$ cat src/rtl/seg_scan_if.sv
// Bus between the BCD converter side and the seven-segment scanner:
// captured value/strobe in, segment and anode drives out.
interface seg_scan_if;
  logic [19:0] dec;
  logic        neg;
  logic        upd;
  logic [7:0]  seg;
  logic [5:0]  an;

  modport master (output dec, output neg, output upd, input seg, input an);
  modport slave  (input dec, input neg, input upd, output seg, output an);
endinterface

$ cat src/rtl/seg_scan.sv
// Six-position multiplexed seven-segment driver: shadow/display double buffer,
// leading-zero blanking, sign position and error glyph for non-decimal nibbles.
module seg_scan #(
  parameter int unsigned SCAN_DIV = 50000
) (
  input  logic       clk,
  input  logic       rst,
  seg_scan_if.slave  bus
);

  localparam int unsigned PW = $clog2(SCAN_DIV);
  localparam logic [PW-1:0] PCNT_LAST = PW'(SCAN_DIV - 1);
  localparam logic [2:0]    IDX_SIGN  = 3'd5;

  localparam logic [7:0] GLYPH_MINUS = 8'hBF;
  localparam logic [7:0] GLYPH_BLANK = 8'hFF;
  localparam logic [7:0] GLYPH_ERROR = 8'h86;

  logic [PW-1:0] pcnt_q,   pcnt_d;
  logic [2:0]    idx_q,    idx_d;
  logic [19:0]   sh_dec_q, sh_dec_d;
  logic          sh_neg_q, sh_neg_d;
  logic [19:0]   ds_dec_q, ds_dec_d;
  logic          ds_neg_q, ds_neg_d;
  logic [7:0]    seg_q,    seg_d;
  logic [5:0]    an_q,     an_d;

  logic [4:0] nz;
  logic [4:0] shown;
  logic [3:0] nib;

  function automatic logic [7:0] digit_glyph(input logic [3:0] n);
    case (n)
      4'd0:    return 8'hC0;
      4'd1:    return 8'hF9;
      4'd2:    return 8'hA4;
      4'd3:    return 8'hB0;
      4'd4:    return 8'h99;
      4'd5:    return 8'h92;
      4'd6:    return 8'h82;
      4'd7:    return 8'hF8;
      4'd8:    return 8'h80;
      4'd9:    return 8'h90;
      default: return GLYPH_ERROR;
    endcase
  endfunction

  // NOTE: every always_comb output gets a default first so no path leaves it unassigned (no latch).
  always_comb begin
    pcnt_d   = pcnt_q;
    idx_d    = idx_q;
    sh_dec_d = sh_dec_q;
    sh_neg_d = sh_neg_q;
    ds_dec_d = ds_dec_q;
    ds_neg_d = ds_neg_q;

    if (pcnt_q == PCNT_LAST) begin
      pcnt_d = '0;
      if (idx_q == IDX_SIGN) begin
        // Frame boundary: display takes the pre-edge shadow, so an upd on
        // this same edge only shows from the following frame.
        idx_d    = 3'd0;
        ds_dec_d = sh_dec_q;
        ds_neg_d = sh_neg_q;
      end else begin
        idx_d = idx_q + 3'd1;
      end
    end else begin
      pcnt_d = pcnt_q + 1'b1;
    end

    if (bus.upd) begin
      sh_dec_d = bus.dec;
      sh_neg_d = bus.neg;
    end
  end

  always_comb begin
    for (int k = 0; k < 5; k++) nz[k] = |ds_dec_q[4*k +: 4];
    // A position is shown if it or any more-significant nibble is nonzero;
    // units are always shown.
    shown[4] = nz[4];
    for (int k = 3; k >= 1; k--) shown[k] = shown[k+1] | nz[k];
    shown[0] = 1'b1;

    case (idx_q)
      3'd0:    nib = ds_dec_q[3:0];
      3'd1:    nib = ds_dec_q[7:4];
      3'd2:    nib = ds_dec_q[11:8];
      3'd3:    nib = ds_dec_q[15:12];
      3'd4:    nib = ds_dec_q[19:16];
      default: nib = 4'd0;
    endcase

    seg_d = GLYPH_BLANK;
    if (idx_q == IDX_SIGN) begin
      if (ds_neg_q && (ds_dec_q != '0)) seg_d = GLYPH_MINUS;
    end else if (idx_q < IDX_SIGN) begin
      if (shown[idx_q]) seg_d = digit_glyph(nib);
    end

    an_d = ~(6'd1 << idx_q);
  end

  // NOTE: state registers use non-blocking assignments so all flops update from pre-edge values.
  always_ff @(posedge clk) begin
    if (rst) begin
      pcnt_q   <= '0;
      idx_q    <= 3'd0;
      sh_dec_q <= '0;
      sh_neg_q <= 1'b0;
      ds_dec_q <= '0;
      ds_neg_q <= 1'b0;
      seg_q    <= GLYPH_BLANK;
      an_q     <= 6'h3F;
    end else begin
      pcnt_q   <= pcnt_d;
      idx_q    <= idx_d;
      sh_dec_q <= sh_dec_d;
      sh_neg_q <= sh_neg_d;
      ds_dec_q <= ds_dec_d;
      ds_neg_q <= ds_neg_d;
      seg_q    <= seg_d;
      an_q     <= an_d;
    end
  end

  assign bus.seg = seg_q;
  assign bus.an  = an_q;

endmodule

$ cat src/flat_wrapper.sv
// flat-port wrapper written by rule: the top's interface ports become plain ports
module seg_scan_flat 
#(
  parameter int unsigned SCAN_DIV = 50000
)
  (clk, rst, bus_dec, bus_neg, bus_upd, bus_seg, bus_an);
  seg_scan_if bus_i ();
  input  logic clk;
  input  logic rst;
  input wire logic [$bits(bus_i.dec)-1:0] bus_dec;
  input wire logic [$bits(bus_i.neg)-1:0] bus_neg;
  input wire logic [$bits(bus_i.upd)-1:0] bus_upd;
  output wire logic [$bits(bus_i.seg)-1:0] bus_seg;
  output wire logic [$bits(bus_i.an)-1:0] bus_an;
  assign bus_i.dec = bus_dec;
  assign bus_i.neg = bus_neg;
  assign bus_i.upd = bus_upd;
  assign bus_seg = bus_i.seg;
  assign bus_an = bus_i.an;
  seg_scan #(.SCAN_DIV(SCAN_DIV)) u_core (.clk(clk), .rst(rst), .bus(bus_i));
endmodule
$ cat config.mk
export PLATFORM = sky130hd
export DESIGN_NAME = seg_scan_flat
export DESIGN_NICKNAME = d
export VERILOG_FILES = /design/src/rtl/seg_scan_if.sv /design/src/rtl/seg_scan.sv /design/src/flat_wrapper.sv
export SDC_FILE = /design/constraint.sdc
export NUM_CORES = 1
export LEC_CHECK = 0
export CORE_UTILIZATION = 59
export DETAILED_ROUTE_END_ITERATION = 6
export HOLD_SLACK_MARGIN = 0.08
export PLACE_DENSITY = 0.86
export SYNTH_ARGS = -nofsm -noshare
export SYNTH_HDL_FRONTEND = slang
export SYNTH_SLANG_ARGS = --single-unit
$ cat constraint.sdc
create_clock -name clk -period 4.3 [get_ports clk]
set_input_delay 0.86 -clock clk [delete_from_list [all_inputs] [get_ports clk]]
set_output_delay 0.86 -clock clk [all_outputs]
set_load 0.1 [all_outputs]
==> results of run 1 <==
report_power, final:
group / switching, µW / leakage (µW) / internal [µW]
Combinational: 58.1 / 0.000705 / 41.0
Clock: 244 / 0.000123 / 417
Sequential: 9.88 / 0.000604 / 703
Total: 312 / 0.00143 / 1160
synthesized netlist by cell type (3+ instances only):
| master | number |
|---|---|
| nor2_1 | 69 |
| a22oi_1 | 3 |
| a211oi_1 | 3 |
| a21boi_0 | 3 |
| nor4_1 | 4 |
| xor2_1 | 7 |
| nand3_1 | 8 |
| buf_1 | 3 |
| dfxtp_1 | 74 |
| buf_4 | 4 |
| nor2b_1 | 3 |
| o21ai_0 | 6 |
| nand4_1 | 3 |
| ha_1 | 7 |
| nand2_1 | 8 |
| xnor2_1 | 8 |
| clkbuf_1 | 5 |
| nand2b_1 | 3 |
| inv_1 | 7 |
| mux2i_1 | 44 |
| a21oi_1 | 4 |
| mux2_2 | 3 |
layer usage:
metal / GRT usage / up-vias
li1: - / 1157
met1: 0.298 / 1064
met2: 0.349 / 55
met3: 0.0616 / 16
met4: 0.128 / 0
met5: 0 / -
sequential cells by signal, summed over array words and instances (netlist names):
signal           count
u_core.ds_dec_q     20
u_core.bus.seg       7
u_core.bus.an        6
u_core.idx_q         3
u_core.sh_dec_q     20
u_core.sh_neg_q      1
u_core.pcnt_q       16
u_core.ds_neg_q      1
cell families after synthesis:
logic type	Yosys count	share of synthesized area
buffers and inverters	26	0.0467
AOI/OAI and AO/OA	33	0.0799
adders and majority gates	7	0.0277
muxes	47	0.150
xor gates and xnor gates	15	0.0416
and+or+nand+nor	115	0.184
other	1	0.00119
DFF	74	0.469
cell usage in the layout, fill, tap and decap left out, types with 3 or more instances in the layout:
cell	n
dfxtp_1	74
nor2_1	69
mux2i_1	44
clkdlybuf4s50_1	36
clkbuf_8	11
nand3_1	8
nand2_1	8
xnor2_1	8
inv_1	7
xor2_1	7
ha_1	7
o21ai_0	6
a21oi_1	4
nor4_1	4
nor2b_1	3
a211oi_1	3
a21boi_0	3
a22oi_1	3
mux2_2	3
nand2b_1	3
nand4_1	3
bufinv_16	3
through the flow:
| stage | total power [µW] | area, µm² |
|---|---|---|
| after floorplan | 792 | 3160 |
| after global placement | 825 | 3530 |
| after detailed placement | 828 | 3530 |
| after CTS | 1490 | 3780 |
| after global routing | 1520 | 3780 |
| final | 1470 | 3780 |
worst paths after layout:
kind,end,slack (ns),depth (start not counted)
max,bus_seg[2],1.66,1
min,u_core.pcnt_q[0]$_SDFF_PP0_,0.49,1
max reg2reg,u_core.ds_dec_q[10]$_SDFFE_PP0P_,1.79,7
min reg2reg,u_core.pcnt_q[0]$_SDFF_PP0_,0.49,1
area by class of cell:
class                   instances  area, µm²
clock buffers                  12        155
well taps                      70       87.6
inverters                       9       50.0
clock inverters                 4       97.6
multi-input cells             218       1530
fillers                       412       1360
flip-flops and latches         74       1480
repair buffers                 38        375
==> flow_metrics.py, run 1 <==
metrics = {
    "drt": {
        "dr_wl_met3_um": 228,
        "drt-initial-drc-count": 132,
        "postRouteAntennaNets": 0,
        "wirelength_mm": 5.74,
        "drc": 0,
        "dr.pass1.iters": 5,
        "num_vias": 2292,
        "vias_per_cell": 5.39,
        "drt-wirelength-per-cell_um": 13.5,
        "wl_met1_mm": 2.69,
        "top_layer_used": "met4",
        "wl_met2_mm": 2.68,
    },
    "critical_path": {
        "crit_fanout": 1,
        "critPathTopFamily": "buffers and inverters",
        "critPathLaunchType": "flop",
        "timing.rr.start": "u_core.pcnt_q[0]$_SDFF_PP0_",
        "worstPathRequired_ns": 3.44,
        "path_cells": "clkdlybuf4s50_1",
        "critical_path.n_buffers_inverters": 1,
        "path_class": "reg -> out",
        "crit_arrival_ns": 1.78,
        "end_kind": "output pin",
        "cpPeakStageDelay_ns": 1.13,
        "crit_start": "u_core.bus.seg[2]$_SDFF_PP1_",
        "crit_path_top_delay_cell": "clkdlybuf4s50_1",
    },
    "timing": {
        "rsz0062_at_grt": "no",
        "setup_tns_ns": 0,
        "skew_ns": 0.00762,
        "timing.hold.ws_ns": 0.492,
        "max_slew.worst_pin.slew_ns": 1.19,
        "setup_viol": 0,
        "worst_slack_ns": 1.66,
        "drv_slew": 0,
        "fmax_mhz": 378,
        "period_share": 0.615,
        "fin_crit_ns": 2.64,
        "slew_headroom": 0.202,
        "hold_viol": 0,
    },
    "place": {
        "pre_cts_ws_ns": 1.33,
        "dp.cells": 409,
        "finalWeightedCongestion": 0.861,
        "io_buffers": 36,
        "dpl.hpwl_mm": 4.12,
    },
    "cells_and_area": {
        "nets": 381,
        "fin_util": 0.735,
        "drive_above_1_share": 0.0901,
        "syn2layout_area_growth_pct": 19.5,
        "stdcell_count": 425,
        "diodes": 0,
    },
    "synth": {
        "synth_area_leaders": "dfxtp_1, mux2i_1, nor2_1, ha_1, xnor2_1",
        "synth_seq_cells": 74,
        "synth_top_area_share": 0.469,
        "ys.flop_type": "dfxtp_1",
        "synth_fp_nets": 349,
        "synth_edf_count": 0,
        "synth_cells": 318,
        "async_reset_ff_frac": 0,
        "ys_types": 50,
        "yosysTopAreaCell": "dfxtp_1",
        "yosysWarnings": 0,
        "syn_area_um2": 3160,
        "synth.yosys.seq_area_share": 0.469,
        "synth_area_per_cell_um2": 9.94,
    },
    "cts": {
        "clk_path_buf_depth": 2,
        "clk_pin_slew_ns": 0.07,
        "cts_resized": 0,
        "cts_tree": "yes",
        "ctsHoldBuffers": 0,
        "cts_setup_buffers": 0,
        "cts.sinks": 74,
        "clock_latency_ns": 0.34,
        "cts_made_buffers": 9,
        "cts-root-buf": "clkbuf_8",
        "h-tree-depth": 3,
    },
    "power_and_ir_drop": {
        "leakagePower_uw": 0.00143,
        "ir_worst_vdd_v": 0.000358,
        "power_density_nw_per_um2": 390,
    },
    "die": {
        "core-area_um2": 5140,
        "rows": 26,
        "chipHeight_um": 75.2,
        "initial_core_util": 0.615,
        "dieArea_um2": 5660,
        "pin_count": 38,
        "die_x_um": 75.2,
    },
    "global_route": {
        "grt_antenna_before_repair": 0,
        "grt_pass1_vias": 2062,
        "grtUsageTotal": 0.230,
        "grt-ovfl-total": 0,
        "grt_pass1_wl_mm": 9.56,
        "grt_max_degree": 33,
    },
    "hold_path": {
        "hp-start": "u_core.pcnt_q[0]$_SDFF_PP0_",
        "hold_class": "reg -> reg",
    },
    "flow_run": {
        "max_cap_violations": 0,
    },
    "outcome": {
        "outcome": "complete, no violations",
    },
}
No activity file was read; power rests on OpenSTA's default activity.
==> inputs of run 2 (changes only) <==
Settings changed: CORE_UTILIZATION 59 to 55, PLACE_DENSITY 0.86 to 0.81.
Clock period 4.3 ns to 2.55 ns, I/O delays scaled along.
==> run 2 against run 1 <==
Effect of this change: clock skew fell by 0.0027 ns; critical path depth increased by 7; clock power rose by 30%; combinational power up 66%; first-iteration DRC count fell by 9.8%; worst setup slack lost 1.3 ns; die area up 7.1%.
==> flow_metrics.py, run 2 (synthesized netlist as in run 1, its figures left out) <==
metrics = {
    "outcome": {
        "outcome": "complete, no violations",
    },
    "power_and_ir_drop": {
        "swShare": 0.237,
        "comb_power_share": 0.074,
        "ir_worst_vdd_v": 0.000402,
        "power_frac_clock": 0.386,
        "power_density_nw_per_um2": 597,
        "power.switching_uw": 527,
        "power_frac_seq": 0.540,
        "leakagePower_uw": 0.00144,
        "cell_internal_pwr_uw": 1700,
    },
    "hold_path": {
        "hold_class": "reg -> reg",
    },
    "cells_and_area": {
        "drive_above_1_share": 0.141,
        "syn2layout_area_growth_pct": 17.9,
        "nFillCells": 477,
        "diodes": 0,
        "nets": 387,
        "largestRegisters": "u_core.ds_dec_q: 20 flops, u_core.sh_dec_q: 20 flops, u_core.pcnt_q: 16 flops",
        "design_area_um2": 3730,
        "final_common_cell": "dfxtp_1",
        "layout_common_cells": "dfxtp_1, nor2_1, mux2i_1, clkdlybuf4s50_1, buf_4",
    },
    "drt": {
        "wirelength_mm": 5.81,
        "drt-wirelength-per-cell_um": 13.4,
        "dr.pass1.iters": 4,
        "drc": 0,
        "num_vias": 2311,
        "drt-initial-drc-count": 119,
        "vias_per_cell": 5.34,
        "postRouteAntennaNets": 0,
    },
    "cts": {
        "cts-root-buf": "clkbuf_8",
        "cts_tree": "yes",
        "clk_path_buf_depth": 2,
        "cts_resized": 0,
        "ctsHoldBuffers": 0,
        "clk_pin_slew_ns": 0.07,
        "cts.sinks": 74,
        "clock_latency_ns": 0.34,
        "cts_setup_buffers": 0,
        "h-tree-depth": 3,
        "cts_made_buffers": 9,
    },
    "timing": {
        "max_slew.worst_pin.slew_ns": 0.695,
        "period_share": 0.871,
        "drv_slew": 0,
        "fmax_mhz": 450,
        "skew_ns": 0.00492,
        "setup_tns_ns": 0,
        "fin_crit_ns": 2.22,
        "hold_viol": 0,
        "setup_viol": 0,
        "slew_headroom": 0.534,
        "rsz0062_at_grt": "no",
    },
    "critical_path": {
        "path_class": "reg -> reg",
        "crit_fanout": 13,
        "worstPathRequired_ns": 2.81,
        "crit_path_top_delay_cell": "dfxtp_1",
        "crit_arrival_ns": 2.48,
        "critical_path.n_buffers_inverters": 1,
        "critPathTopFamily": "flip-flops",
        "critPathLaunchType": "flop",
        "cpPeakStageDelay_ns": 0.60,
        "path_cells": "and2_1, ha_1, a22oi_1, o31ai_1, inv_1, ha_1, and2_1, o31ai_1",
        "end_kind": "flop",
    },
    "die": {
        "chipHeight_um": 77.8,
        "dieArea_um2": 6060,
        "die_x_um": 77.8,
        "rows": 27,
        "core-area_um2": 5540,
        "initial_core_util": 0.571,
        "pin_count": 38,
    },
    "global_route": {
        "grt_pass1_wl_mm": 9.97,
        "grt_max_degree": 28,
        "grt_antenna_before_repair": 0,
        "grt-ovfl-total": 0,
        "grtUsageTotal": 0.212,
        "grt_pass1_vias": 2120,
    },
    "place": {
        "io_buffers": 36,
        "dpl.hpwl_mm": 4.37,
        "placed_area_um2": 3540,
        "finalWeightedCongestion": 0.915,
    },
    "flow_run": {
        "max_cap_violations": 0,
    },
}
-- run 2: per-stage QoR --
step	cells	worst slack [ns]	util	hold slack, ns	total power (µW)
6_report	433	0.329	0.673	0.466	2220
5_1_grt	433	0.130	0.673	0.504	2300
4_1_cts	433	0.311	0.673	0.476	2240
3_5_place_dp	417	0.319	0.639	0.455	1390
3_3_place_gp	417	0.428	0.639	0.446	1390
2_1_floorplan	318	0.469	-	0.430	1340
-- run 2: routing by layer --
| layer | share of wire | vias up | global-route usage | routed length, µm |
|---|---|---|---|---|
| li1 | - | 1174 | - | - |
| met1 | 0.49 | 1072 | 0.289 | 2870 |
| met2 | 0.45 | 55 | 0.323 | 2600 |
| met3 | 0.039 | 10 | 0.0424 | 227 |
| met4 | 0.019 | 0 | 0.0962 | 111 |
| met5 | 0 | - | 0 | 0 |
-- run 2: cell type report --
type / instances / area, µm² / area share
tap: 72 / 90.1 / 0.0242
clock inverter: 6 / 57.6 / 0.0154
sequential: 74 / 1480 / 0.397
multi-input combinational: 218 / 1530 / 0.411
timing repair buffer: 44 / 388 / 0.104
inverter: 9 / 50.0 / 0.0134
clock buffer: 10 / 128 / 0.0342
-- run 2: worst paths after layout --
path,endpoint,cells past startpoint,slack [ns],from
worst max-delay path,u_core.bus.seg[3]$_SDFF_PP1_,8,0.33,u_core.idx_q[1]$_SDFFE_PP0N_
worst min-delay path,u_core.pcnt_q[0]$_SDFF_PP0_,1,0.47,u_core.pcnt_q[0]$_SDFF_PP0_
worst max register to register,u_core.bus.seg[3]$_SDFF_PP1_,8,0.33,u_core.idx_q[1]$_SDFFE_PP0N_
worst min register to register,u_core.pcnt_q[0]$_SDFF_PP0_,1,0.47,u_core.pcnt_q[0]$_SDFF_PP0_
-- run 2: power by group through the flow --
stage               Sequential [µW]  Clock, µW  Combinational, µW
CTS                            1200        875                167
detailed placement             1230          0                167
finish                         1200        859                165
floorplan                      1270          0               68.0
global placement               1230          0                164
global route                   1200        921                180
